--- config.mk ---
export PLATFORM = sky130hd
export DESIGN_NAME = mul_div_unit_flat
export DESIGN_NICKNAME = d
export VERILOG_FILES = /design/src/rtl/mul_div_if.sv /design/src/rtl/mul_div_unit.sv /design/src/flat_wrapper.sv
export SDC_FILE = /design/constraint.sdc
export NUM_CORES = 1
export LEC_CHECK = 0
export CORE_MARGIN = 1
export CORE_UTILIZATION = 30
export CTS_BUF_LIST = sky130_fd_sc_hd__clkbuf_8 sky130_fd_sc_hd__clkbuf_16
export CTS_CLUSTER_SIZE = 30
export DETAILED_ROUTE_END_ITERATION = 8
export PLACE_DENSITY = 0.55
export SYNTH_ARGS = -nofsm -noshare
export SYNTH_HDL_FRONTEND = slang
export SYNTH_SLANG_ARGS = --single-unit
--- constraint.sdc ---
create_clock -name clk -period 5.9 [get_ports clk]
set_input_delay 0.885 -clock clk [delete_from_list [all_inputs] [get_ports clk]]
set_output_delay 0.885 -clock clk [all_outputs]
set_load 0.02 [all_outputs]
--- src/rtl/mul_div_if.sv ---
// mul_div_if: request/response and Register_File write-port bundle for mul_div_unit
interface mul_div_if #(parameter int W = 8, parameter int D = 3);
  logic         start;
  logic         op_div;
  logic [W-1:0] op_a;
  logic [W-1:0] op_b;
  logic [D-1:0] addr;
  logic         busy;
  logic         done;
  logic         div_zero;
  logic         rf_reg_write;
  logic         rf_zero_store;
  logic         rf_immediate;
  logic [D-1:0] rf_addr;
  logic [W-1:0] rf_data;
  modport master (
    output start, op_div, op_a, op_b, addr,
    input  busy, done, div_zero, rf_reg_write, rf_zero_store, rf_immediate, rf_addr, rf_data
  );
  modport slave (
    input  start, op_div, op_a, op_b, addr,
    output busy, done, div_zero, rf_reg_write, rf_zero_store, rf_immediate, rf_addr, rf_data
  );
endinterface

--- src/rtl/mul_div_unit.sv ---
// mul_div_unit: multi-cycle unsigned shift-add multiply / restoring divide with two-cycle Register_File writeback
module mul_div_unit #(
  parameter int W = 8,
  parameter int D = 3
) (
  input  logic clk,
  input  logic reset,
  mul_div_if.slave bus
);
  localparam int CW = (W > 1) ? $clog2(W) : 1;
  typedef enum logic [1:0] {IDLE, CALC, WB_LO, WB_HI} state_t;
  state_t         state_q, state_d;
  logic [CW-1:0]  count_q, count_d;
  logic [W-1:0]   m_q, m_d;
  logic [2*W-1:0] acc_q, acc_d;
  logic [W-1:0]   rem_q, rem_d;
  logic           div_q, div_d;
  logic           dz_q, dz_d;
  logic [D-1:0]   addr_q, addr_d;
  logic [W:0]     sum, shr;
  logic           ge;
  always_ff @(posedge clk) begin
    if (reset) begin
      state_q <= IDLE;
      count_q <= '0;
      m_q     <= '0;
      acc_q   <= '0;
      rem_q   <= '0;
      div_q   <= 1'b0;
      dz_q    <= 1'b0;
      addr_q  <= '0;
    end else begin
      state_q <= state_d;
      count_q <= count_d;
      m_q     <= m_d;
      acc_q   <= acc_d;
      rem_q   <= rem_d;
      div_q   <= div_d;
      dz_q    <= dz_d;
      addr_q  <= addr_d;
    end
  end
  // m holds the multiplicand or the divisor; acc low half holds multiplier or dividend/quotient
  always_comb begin
    state_d = state_q;
    count_d = count_q;
    m_d     = m_q;
    acc_d   = acc_q;
    rem_d   = rem_q;
    div_d   = div_q;
    dz_d    = dz_q;
    addr_d  = addr_q;
    sum     = {1'b0, acc_q[2*W-1:W]} + {1'b0, m_q};
    shr     = {rem_q, acc_q[W-1]};
    ge      = shr >= {1'b0, m_q};
    case (state_q)
      IDLE: if (bus.start) begin
        state_d = CALC;
        count_d = '0;
        m_d     = bus.op_div ? bus.op_b : bus.op_a;
        acc_d   = {{W{1'b0}}, bus.op_div ? bus.op_a : bus.op_b};
        rem_d   = '0;
        div_d   = bus.op_div;
        dz_d    = 1'b0;
        addr_d  = bus.addr;
      end
      CALC: begin
        count_d = (count_q == CW'(W - 1)) ? '0 : count_q + 1'b1;
        state_d = (count_q == CW'(W - 1)) ? WB_LO : CALC;
        acc_d   = div_q ? {acc_q[2*W-1:W], acc_q[W-2:0], ge}
                : acc_q[0] ? {sum, acc_q[W-1:1]} : {1'b0, acc_q[2*W-1:1]};
        rem_d   = !div_q ? rem_q : ge ? W'(shr - {1'b0, m_q}) : shr[W-1:0];
      end
      WB_LO: begin
        state_d = WB_HI;
        dz_d    = div_q && (m_q == '0);
      end
      default: state_d = IDLE;
    endcase
  end
  assign bus.busy          = state_q != IDLE;
  assign bus.done          = state_q == WB_HI;
  assign bus.div_zero      = dz_q;
  assign bus.rf_reg_write  = (state_q == WB_LO) || (state_q == WB_HI);
  assign bus.rf_zero_store = state_q == WB_LO;
  assign bus.rf_immediate  = 1'b0;
  assign bus.rf_addr       = (state_q == WB_HI) ? addr_q : '0;
  assign bus.rf_data       = (state_q == WB_LO) ? acc_q[W-1:0]
                           : (state_q == WB_HI) ? (div_q ? rem_q : acc_q[2*W-1:W]) : '0;
endmodule

--- src/flat_wrapper.sv ---
// flat-port wrapper written by rule: the top's interface ports become plain ports
module mul_div_unit_flat 
#(
  parameter int W = 8,
  parameter int D = 3
)
  (clk, reset, bus_start, bus_op_div, bus_op_a, bus_op_b, bus_addr, bus_busy, bus_done, bus_div_zero, bus_rf_reg_write, bus_rf_zero_store, bus_rf_immediate, bus_rf_addr, bus_rf_data);
  mul_div_if #(.W(W), .D(D)) bus_i ();
  input  logic clk;
  input  logic reset;
  input wire logic [$bits(bus_i.start)-1:0] bus_start;
  input wire logic [$bits(bus_i.op_div)-1:0] bus_op_div;
  input wire logic [$bits(bus_i.op_a)-1:0] bus_op_a;
  input wire logic [$bits(bus_i.op_b)-1:0] bus_op_b;
  input wire logic [$bits(bus_i.addr)-1:0] bus_addr;
  output wire logic [$bits(bus_i.busy)-1:0] bus_busy;
  output wire logic [$bits(bus_i.done)-1:0] bus_done;
  output wire logic [$bits(bus_i.div_zero)-1:0] bus_div_zero;
  output wire logic [$bits(bus_i.rf_reg_write)-1:0] bus_rf_reg_write;
  output wire logic [$bits(bus_i.rf_zero_store)-1:0] bus_rf_zero_store;
  output wire logic [$bits(bus_i.rf_immediate)-1:0] bus_rf_immediate;
  output wire logic [$bits(bus_i.rf_addr)-1:0] bus_rf_addr;
  output wire logic [$bits(bus_i.rf_data)-1:0] bus_rf_data;
  assign bus_i.start = bus_start;
  assign bus_i.op_div = bus_op_div;
  assign bus_i.op_a = bus_op_a;
  assign bus_i.op_b = bus_op_b;
  assign bus_i.addr = bus_addr;
  assign bus_busy = bus_i.busy;
  assign bus_done = bus_i.done;
  assign bus_div_zero = bus_i.div_zero;
  assign bus_rf_reg_write = bus_i.rf_reg_write;
  assign bus_rf_zero_store = bus_i.rf_zero_store;
  assign bus_rf_immediate = bus_i.rf_immediate;
  assign bus_rf_addr = bus_i.rf_addr;
  assign bus_rf_data = bus_i.rf_data;
  mul_div_unit #(.W(W), .D(D)) u_core (.clk(clk), .reset(reset), .bus(bus_i));
endmodule
# [Word level (Yosys, flattened, before mapping)]
# Cells that the tools add are included.
[op_classes] add_sub_neg=3 n_lt_le_gt_ge=1 eq_ne=7 n_mux=22 reduce_logical=12
[op_table] op="$mux 8" n=8
[op_table] op="$mux 16" n=3
[op_table] op="$pmux 16 s2" n=1
[op_table] op="$pmux 8 s2" n=1
[op_table] op="$add 8x8->9" n=1
[op_table] op="$ge 9x8->1" n=1
[op_table] op="$mux 3" n=3
[op_table] op="$logic_not 8->1" n=1
[op_table] op="$sub 8x8->8" n=1
[op_table] op="$pmux 2 s3" n=1
[op_table] op="$pmux 3 s2" n=1
[op_table] op="$reduce_and 2->1" n=3
[op_table] op="$reduce_and 3->1" n=2
[op_table] op="$reduce_bool 2->1" n=3
[op_table] op="$eq 2x2->1 const B" n=2
[op_table] op="$mux 2" n=2
[op_table] op="$ne 2x2->1 const B" n=2
[op_table] op="$add 3x1->3 const B" n=1
[op_table] op="$eq 3x3->1 const B" n=1
[op_table] op="$eq 2x1->1 const B" n=1
[op_table] op="$logic_not 2->1" n=1
[op_table] op="$ne 2x1->1 const B" n=1
[op_table] op="$pmux 1 s2" n=1
[op_table] op="$logic_and 1x1->1" n=1
[op_table] op="other kinds (2)" n=2
[totals] reg_bits=42 inputBits=23 out_inout_bits=17

# [Logic depth before layout (Yosys ltp)]
# Gate-level depths: netlist of run 1.
[depth] depth_word=4 ltp_mapped=9 ltp_nobuf=9

# [Worst setup path before layout of run 1]
# No wires, ideal clock.
[synth_path] path_kind="reg2out" from="reg u_core.div_q" to="out bus_rf_data[1]" arrival_ps=1204 required_ps=5015 setup_slack_ps=3811 path_stages_with_launch=6 n_path_buf=2 path_cell_list="dfxtp_1 buf_2 buf_1 nand2_1 o211ai_1 o211a_1"
[synth_via] elab_chain_len=3
[synth_lines] element="from (decl)" line="mul_div_unit.sv:17" source="logic div_q, div_d;"
[synth_lines] element="from (signal assigned)" line="mul_div_unit.sv:38" source="div_q <= div_d;"
[synth_lines] element="$mux 8 (2 in a row)" line="mul_div_unit.sv:89" source=": (state_q == WB_HI) ? (div_q ? rem_q : acc_q[2*W-1:W]) : '0;"
[synth_lines] element="$mux 8" line="mul_div_unit.sv:88" source="assign bus.rf_data = (state_q == WB_LO) ? acc_q[W-1:0]"
[synth_lines] element="to (decl)" line="flat_wrapper.sv:23" source="output wire logic [$bits(bus_i.rf_data)-1:0] bus_rf_data;"
# Every way passes these cells.

# [Worst setup path after layout of run 1]
[layout_path] from="reg u_core.div_q" to="out bus_rf_data[2]"
# Same word-level chain as after synthesis.

==> results.md, run 1 <==
* Outcome: finished, final reports clean
* Worst reg2reg path startpoint: u_core.state_q[0]$_SDFFE_PP0P_
* Slew headroom at 23.7%
* Top cell type's share of synthesized area at roughly 28%
* Max cap viols at 0
* Flop2flop setup slack at between 3 and 4 ns
* CP max stage cell: dfxtp_1
* Total CTS buffers at 5
* Io pins at 40
* Post-synth top cells: dfxtp_1, nor2_1, mux2i_1
* Root Driver: clkbuf_8
* Count of cell types in the netlist at 56
* Crit end category: primary output
* Clock sink count at 42
* Fin Setup TNS at 0 ns
* P&R area growth vs syn at 18.3%
* CTS clk-pin slew, worst paths at about 0.090 ns
* Max IR drop VDD at 0.0986 mV
* Routed length on met3 at around 330 um
* Post-DP HPWL at a little under 6000 um
* Synth Area in Adders at 8.98%
* RSZ-0062 raised after global routing: no
* DR vias/cell at 5.13
* R2R depth at 5
* PortBufs at 38
* Post-DR wirelength/cell at about 16 um
* Tot Pwr at ~0.77 mW
* HP Class: reg2reg
* Post_cts resized at 0
* Final Hold Slack at 0.462 ns
* Synth Area in XOR/XNOR at 2.37%
* Initial DRC Count at 206
* Mapped Cells at 358
* Most numerous cell in the Yosys netlist: dfxtp_1
* Fraction of layout cells with a size suffix above 1 at 5.28%
* Starting Density at 31.5%
* Pwr dens at around 220 mW/mm2
* Global route total overflow at 0
* Setup violations, final at 0
* Wire length on met1 at 3990 um
* Net Sw Power at 0.246 mW
* Hold-fix buffers at CTS at 0
* Post-route minimum period at 3.37 ns
* First-pass GRT wire length at 13000 um
* Synth top area cells: dfxtp_1, mux2i_1, ha_1
* Hold path depth at 2
* Post-route antenna net violation count at 0
* Die Wd at 101 um
* Critical-path cell list: mux2i_1 > nand2_1 > o211a_1 > clkdlybuf4s50_1
* Fin cells at 508
* Post-synth top flop: dfxtp_1
* Final hold viol count at 0
* TritonCTS clock tree: done
* Post-synthesis cell area at 0.00295 mm2
* FFs w/ async S/R, synth at 0%
* Core Rows at 35
* Number of global-route vias before repair at 2511
* Yosys top cell by area: dfxtp_1
* Post-synth EDFFs at 0
* Largest net degree at the start of global routing at 38
* Clock share of power at a little under a third
* Met2 routed WL at 3570 um
* Final WL at 7980 um
* Setup bufs post-CTS at 0
* Hold path endpoint: u_core.addr_q[0]$_SDFFE_PP0P_
* Tightest Pin Transition at 1.14 ns
* Achievable frequency at 297 MHz
* Max Buffers Root-to-Sink at 2
* Worst hold start: u_core.addr_q[0]$_SDFFE_PP0P_
* Setup WS post-layout at around 2.5 ns
* Initial antenna violation count at 0
* CP Data Arrival Time at 2.49 ns
* Core area at 0.00937 mm2
* Crit path launch type: register
* Total Routing Usage GR at 16.3%
* DIE HEIGHT at 101 um
* Largest family of logic cells by synthesized area: compound AO/OA/AOI/OAI gates
* Reg-to-reg endpoint: u_core.acc_q[15]$_SDFFE_PP0P_
* Highest metal used: met4
* Synth Area in Simple Gates at approximately 17%
* Critical Setup Path Class: reg2out
* Clock Latency Late Sink at 0.30 ns
* Logic gate share of total power at 25.0%
* Reg power frac at 44.1%
* Syn_nets at around 400
* Dpl ws at around 2.9 ns
* Placed cells at 500
* Compound-Gate Fraction of Synth Area at 24.9%
* Period utilization at 57.1%
* Syn. warnings at 0
* Number of detailed-route iterations in the first pass at 4
* Area of the multi-input gates at 0.00193 mm2
* Leak at 1.43 nW
* Post-synthesis register bit count at 42
* # DRC at 0
* Internal power at ~0.52 mW
* Mux contribution to synthesized area at between 10% and 20%
* Seq/Total Area, Yosys at approximately 28%
* Synth Area per Inst at 8.25 um2
* Final Max Slew Viols at 0
* RePlAce Congestion at 0.832
* CP Max Fanout at 27
* Critical Path Max Stage Delay at 1.09 ns
* Setup crit start: u_core.div_q$_SDFFE_PP0P_
* Clock skew after layout at about 0.012 ns
* Total number of vias at roughly 2600
* CP required at around 5 ns
* Switch share at 32.2%
* Register Area at 841 um2
* # nets final at 421
* N_diodes at 0
* Fillers at 1007
* H-tree depth at 2
* Die area at approximately 0.010 mm2
## cell type report
class | count | area share [%]
flip-flops and latches | 42 | 24.1
repair buffers | 41 | 11.5
clock inverters | 3 | 1.25
clock buffers | 5 | 1.97
inverters | 13 | 1.40
multi-input cells | 275 | 55.2
well taps | 129 | 4.62
## power groups by stage
| stage | logic, mW | registers [mW] | clock network, mW |
|---|---|---|---|
| global route | 0.214 | 0.341 | 0.255 |
| CTS | 0.192 | 0.337 | 0.241 |
| detailed placement | 0.192 | 0.344 | 0 |
| floorplan | 0.161 | 0.320 | 0 |
| global placement | 0.189 | 0.344 | 0 |
| finish | 0.191 | 0.338 | 0.237 |
## cells by family after synthesis
kind of cell	after synthesis
other	1
muxes	35
buffers and inverters	41
AOI/OAI and AO/OA	105
xor gates and xnor gates	8
DFF	42
adders and majority gates	20
and+or+nand+nor	106
## worst max-delay path, delay by kind of cell (launching register included)
family	cells	cell delay, ns
mux	1	0.30
buf+inv	1	0.53
simple gates	1	0.08
compound gates	1	0.17
flops	1	1.09
## worst max-delay path by stage
stage	endpoint	slack, ns
after floorplan	bus_rf_data[1]	3.81
after global placement	bus_rf_data[3]	2.95
after detailed placement	bus_rf_data[2]	2.85
after CTS	bus_rf_data[2]	2.53
after global routing	bus_rf_data[2]	2.38
final	bus_rf_data[2]	2.53
## state kept, by name, summed over array words and instances (netlist names)
register,count
u_core.div_q,1
u_core.rem_q,8
u_core.addr_q,3
u_core.bus.div_zero,1
u_core.count_q,3
u_core.state_q,2
u_core.acc_q,16
u_core.m_q,8
## per-layer routing
layer	up-vias	track usage, %
li1	1346	-
met3	6	3.04
met4	0	3.46
met1	1193	22.4
met2	61	26.7
met5	-	0
## cell usage in the layout (no fill, tap or decap), types with 5 or more instances in the layout
cell type	n
dfxtp_1	42
nor2_1	38
clkdlybuf4s50_1	38
mux2i_1	34
a21oi_1	31
nand2_1	29
a211oi_1	23
ha_1	18
inv_1	13
o211a_1	8
o21ai_1	8
nand2b_1	5
a31oi_1	5
clkbuf_8	5
## through the flow
step / area, um2 / utilization (%)
2_1_floorplan: 2950 / -
3_5_place_dp: 3380 / 36.1
5_1_grt: 3500 / 37.3
6_report: 3500 / 37.3
3_3_place_gp: 3380 / 36.1
4_1_cts: 3500 / 37.3
Note: power is estimated with default switching activity, not from simulation.
==> run 2: changes to the inputs <==
==> constraint.sdc (replaced) <==
create_clock -name clk -period 3.33 [get_ports clk]
set_input_delay 0.4995 -clock clk [delete_from_list [all_inputs] [get_ports clk]]
set_output_delay 0.4995 -clock clk [all_outputs]
set_load 0.02 [all_outputs]
==> results.md, run 2 (same netlist as run 1, synthesis figures left out) <==
* Achievable frequency at 379 MHz
* Root Driver: clkbuf_8
* N_diodes at 0
* RePlAce Congestion at 0.831
* Clock sink count at 42
* Die area at 0.0102 mm2
* Critical Setup Path Class: reg2out
* Io pins at 40
* Slew headroom at 39.7%
* Final Max Slew Viols at 0
* Outcome: finished, final reports clean
* Fraction of layout cells with a size suffix above 1 at 6.51%
* Hold path depth at 2
* Number of global-route vias before repair at approximately 2600
* Crit path launch type: register
* Pwr dens at 386 mW/mm2
* Reg-to-reg endpoint: u_core.rem_q[5]$_SDFFE_PP0P_
* Clock Latency Late Sink at roughly 0.3 ns
* Post-route minimum period at 2.64 ns
* Max Buffers Root-to-Sink at 2
* Worst reg2reg path startpoint: u_core.state_q[0]$_SDFFE_PP0P_
* Dpl cell area at between 0.003 and 0.004 mm2
* Core area at 0.00937 mm2
* TritonCTS clock tree: done
* P&R area growth vs syn at 19.7%
* Most common cell after layout, fill and taps aside: dfxtp_1
* Hold path endpoint: u_core.addr_q[1]$_SDFFE_PP0P_
* Initial DRC Count at 180
* Top reg by flops: u_core.acc_q
* DR vias/cell at 5.25
* Total CTS buffers at 5
* Leak at roughly 1.4 nW
* Fillers at 989
* Register Area at 841 um2
* Worst hold start: u_core.addr_q[1]$_SDFFE_PP0P_
* CP required at 2.83 ns
* Crit end category: primary output
* HP Class: reg2reg
* Period utilization at 79.3%
* Starting Density at 31.5%
* First-pass GRT wire length at 13200 um
* Setup bufs post-CTS at 0
* RSZ-0062 raised after global routing: no
* DIE HEIGHT at 101 um
* Die Wd at 101 um
* Hold-fix buffers at CTS at 0
* Max FFs per register at 16
* H-tree depth at 2
* Clock skew after layout at 0.0115 ns
* Post-route cell area at roughly 0.0035 mm2
* Total number of vias at 2691
* Core Rows at 35
* Global route total overflow at 0
* Post_cts resized at 0
* R2R depth at 3
* Fin Setup TNS at 0 ns
* Final WL at 8120 um
* Max IR drop VDD at 0.165 mV
* Initial antenna violation count at 0
* Most frequent cells in the layout: dfxtp_1, nor2_1, clkdlybuf4s50_1
* PortBufs at 38
* Setup violations, final at 0
* Post-route antenna net violation count at 0
* Number of detailed-route iterations in the first pass at 4
* # DRC at 0
* Total Routing Usage GR at between 10% and 20%
* CP Max Fanout at 29
* Final hold viol count at 0
* Post-DP HPWL at 6220 um
* CTS clk-pin slew, worst paths at approximately 0.10 ns
* Top Registers: u_core.acc_q x16, u_core.m_q x8, u_core.rem_q x8
* Max cap viols at 0
* Largest net degree at the start of global routing at 30
* # nets final at 426
* Tightest Pin Transition at 0.904 ns
* CP Data Arrival Time at 2.14 ns
* Post-DR wirelength/cell at 15.8 um
* Area of the multi-input gates at 0.00193 mm2
* Flop2flop setup slack at about 0.93 ns
## run 2: cell type report
class	count	area share (%)
Inverter	13	1.38
Clock inverter	3	1.27
Sequential cell	42	23.8
Clock buffer	5	1.95
Multi-Input combinational cell	275	54.6
Timing Repair Buffer	46	12.5
Tap cell	129	4.57
## run 2: metal layers
layer  global-route usage, %  up-vias  routed length (um)
met3                    2.97        8                 407
met2                    27.8       68                3740
met5                       0        -                   0
met4                    3.34        0                 103
li1                        -     1346                   -
met1                    22.5     1269                3870
## run 2: worst max path at each step
stage	to	depth (start not counted)	startpoint	slack [ns]
after floorplan	u_core.rem_q[6]$_SDFFE_PP0P_	9	u_core.acc_q[7]$_SDFFE_PP0P_	1.42
after global placement	u_core.acc_q[13]$_SDFFE_PP0P_	6	bus_start	0.97
after detailed placement	u_core.acc_q[13]$_SDFFE_PP0P_	6	bus_start	0.92
after CTS	bus_rf_data[0]	2	u_core.state_q[0]$_SDFFE_PP0P_	0.70
after global routing	bus_rf_data[1]	3	u_core.state_q[0]$_SDFFE_PP0P_	0.59
final	bus_rf_data[0]	2	u_core.state_q[0]$_SDFFE_PP0P_	0.69
## run 2: through the flow
stage	instances	utilization, %	setup WS [ns]	total power [mW]	hold slack (ns)
2_1_floorplan	358	-	1.42	0.853	0.432
3_3_place_gp	505	36.5	0.972	0.954	0.442
3_5_place_dp	505	36.5	0.919	0.958	0.446
4_1_cts	513	37.7	0.701	1.37	0.458
5_1_grt	513	37.7	0.589	1.44	0.482
6_report	513	37.7	0.690	1.36	0.457
## run 2: worst max-delay path, stage by stage (launching register included)
cell and delay, ns:
dfxtp_1 0.92, o211a_1 0.30, clkdlybuf4s50_1 0.61
## run 2: power breakdown
group	switching [mW]	internal, mW	total (mW)
logic	0.198	0.166	0.363
clock network	0.193	0.223	0.416
registers	0.0513	0.534	0.585
==> run 3: changes to the inputs <==
==> constraint.sdc (replaced) <==
create_clock -name clk -period 2.75 [get_ports clk]
set_input_delay 0.4125 -clock clk [delete_from_list [all_inputs] [get_ports clk]]
set_output_delay 0.4125 -clock clk [all_outputs]
set_load 0.02 [all_outputs]
==> results.md, run 3 (same netlist as run 1, synthesis figures left out) <==
* HP Class: reg2reg
* RSZ-0062 raised after global routing: no
* Root Driver: clkbuf_8
* Fillers at 1008
* Most frequent cells in the layout: dfxtp_1, nor2_1, clkdlybuf4s50_1
* Leak at 1.46 nW
* Critical Setup Path Class: reg2out
* Placed cells at 509
* Achievable frequency at about 400 MHz
* Fraction of layout cells with a size suffix above 1 at ~7.5%
* Post-route minimum period at 2.51 ns
* RePlAce Congestion at 0.843
* PortBufs at 38
* H-tree depth at 2
* Global route total overflow at 0
* CP Data Arrival Time at 2.10 ns
* Core area at approximately 0.0094 mm2
* Max FFs per register at 16
* Final WL at 8330 um
* Core Rows at 35
* First-pass GRT wire length at 14000 um
* Dpl ws at approximately 0.51 ns
* Pwr dens at ~450 mW/mm2
* Post-route antenna net violation count at 0
* DR vias/cell at 5.24
* Top Registers: u_core.acc_q x16, u_core.m_q x8, u_core.rem_q x8
* Crit end category: primary output
* Die Wd at 101 um
* Die area at 0.0102 mm2
* Clock skew after layout at between 0.01 and 0.015 ns
* P&R area growth vs syn at 20.0%
* Largest net degree at the start of global routing at 22
* Tightest Pin Transition at 0.688 ns
* Number of global-route vias before repair at about 2800
* Io pins at 40
* Post-DP HPWL at 6400 um
* Total number of vias at 2711
* Initial antenna violation count at 0
* Number of detailed-route iterations in the first pass at 4
* Setup bufs post-CTS at 0
* DIE HEIGHT at 101 um
* Post_cts resized at 0
* Clock Latency Late Sink at around 0.31 ns
* Period utilization at ~90%
* Most common cell after layout, fill and taps aside: dfxtp_1
* Final hold viol count at 0
* Hold-fix buffers at CTS at 0
* Starting Density at 31.5%
* # DRC at 0
* R2R depth at 6
* Worst reg2reg path startpoint: u_core.state_q[1]$_SDFFE_PP0P_
* Setup crit start: u_core.div_q$_SDFFE_PP0P_
* Flop2flop setup slack at 0.53 ns
* Reg-to-reg endpoint: u_core.acc_q[4]$_SDFFE_PP0P_
* Clock sink count at 42
* CP required at 2.34 ns
* Worst hold start: u_core.addr_q[0]$_SDFFE_PP0P_
* Fin Setup TNS at 0 ns
* CTS clk-pin slew, worst paths at 0.10 ns
* Post-DR wirelength/cell at between 15 and 20 um
* Outcome: finished, final reports clean
* Hold path endpoint: u_core.addr_q[0]$_SDFFE_PP0P_
* Final Max Slew Viols at 0
* Total CTS buffers at 5
* # nets final at 430
* Setup violations, final at 0
* Initial DRC Count at 108
* Top reg by flops: u_core.acc_q
* CP Max Fanout at 13
* Core Util, Final at 37.8%
* Max IR drop VDD at 0.165 mV
* N_diodes at 0
* Hold path depth at 2
* Max cap viols at 0
* Setup WS post-layout at 0.240 ns
* Max Buffers Root-to-Sink at 2
* Total Routing Usage GR at 17.6%
* Fin cells at between 500 and 600
* Slew headroom at a little over half
* Crit path launch type: register
* TritonCTS clock tree: done
-- run 3: worst max-delay path, cell delays in order (launching register included) --
cell             delay, ns
dfxtp_1               0.72
mux2i_1               0.33
nand2_1               0.08
o211a_1               0.12
clkdlybuf4s50_1       0.53
-- run 3: area by class of cell --
class / instances / area [um2] / share of cell area, %
clock buffer: 5 / 68.8 / 1.94
timing repair buffer: 50 / 470 / 13.3
inverter: 13 / 48.8 / 1.38
multi-input combinational: 275 / 1930 / 54.4
tap: 129 / 161 / 4.55
clock inverter: 3 / 25.0 / 0.706
sequential: 42 / 841 / 23.7
-- run 3: routing by layer --
layer / wire length (um) / GRT usage (%) / vias up
li1: - / - / 1355
met1: 4040 / 23.9 / 1276
met2: 3780 / 28.9 / 68
met3: 344 / 2.76 / 12
met4: 170 / 5.13 / 0
met5: 0 / 0 / -
-- run 3: how the worst max path moves through the flow --
stage                                    to  slack (ns)  depth (start not counted)
2_1_floorplan  u_core.rem_q[6]$_SDFFE_PP0P_        0.84                          9
3_3_place_gp   u_core.acc_q[4]$_SDFFE_PP0P_        0.52                          6
3_5_place_dp   u_core.acc_q[5]$_SDFFE_PP0P_        0.51                          6
4_1_cts                      bus_rf_data[2]        0.21                          4
5_1_grt                      bus_rf_data[2]        0.16                          4
6_report                     bus_rf_data[2]        0.24                          4
-- run 3: through the flow --
step                area [um2]  power [mW]  hold WS, ns
finish                    3540        1.59        0.460
global route              3540        1.69        0.483
CTS                       3540        1.60        0.462
detailed placement        3450        1.17        0.448
global placement          3450        1.17        0.442
floorplan                 2950        1.03        0.432
-- run 3: report_power, final --
group / internal, mW / switching (mW)
clock: 0.184 / 0.253
sequential: 0.646 / 0.0500
combinational: 0.207 / 0.250
total: 1.04 / 0.553
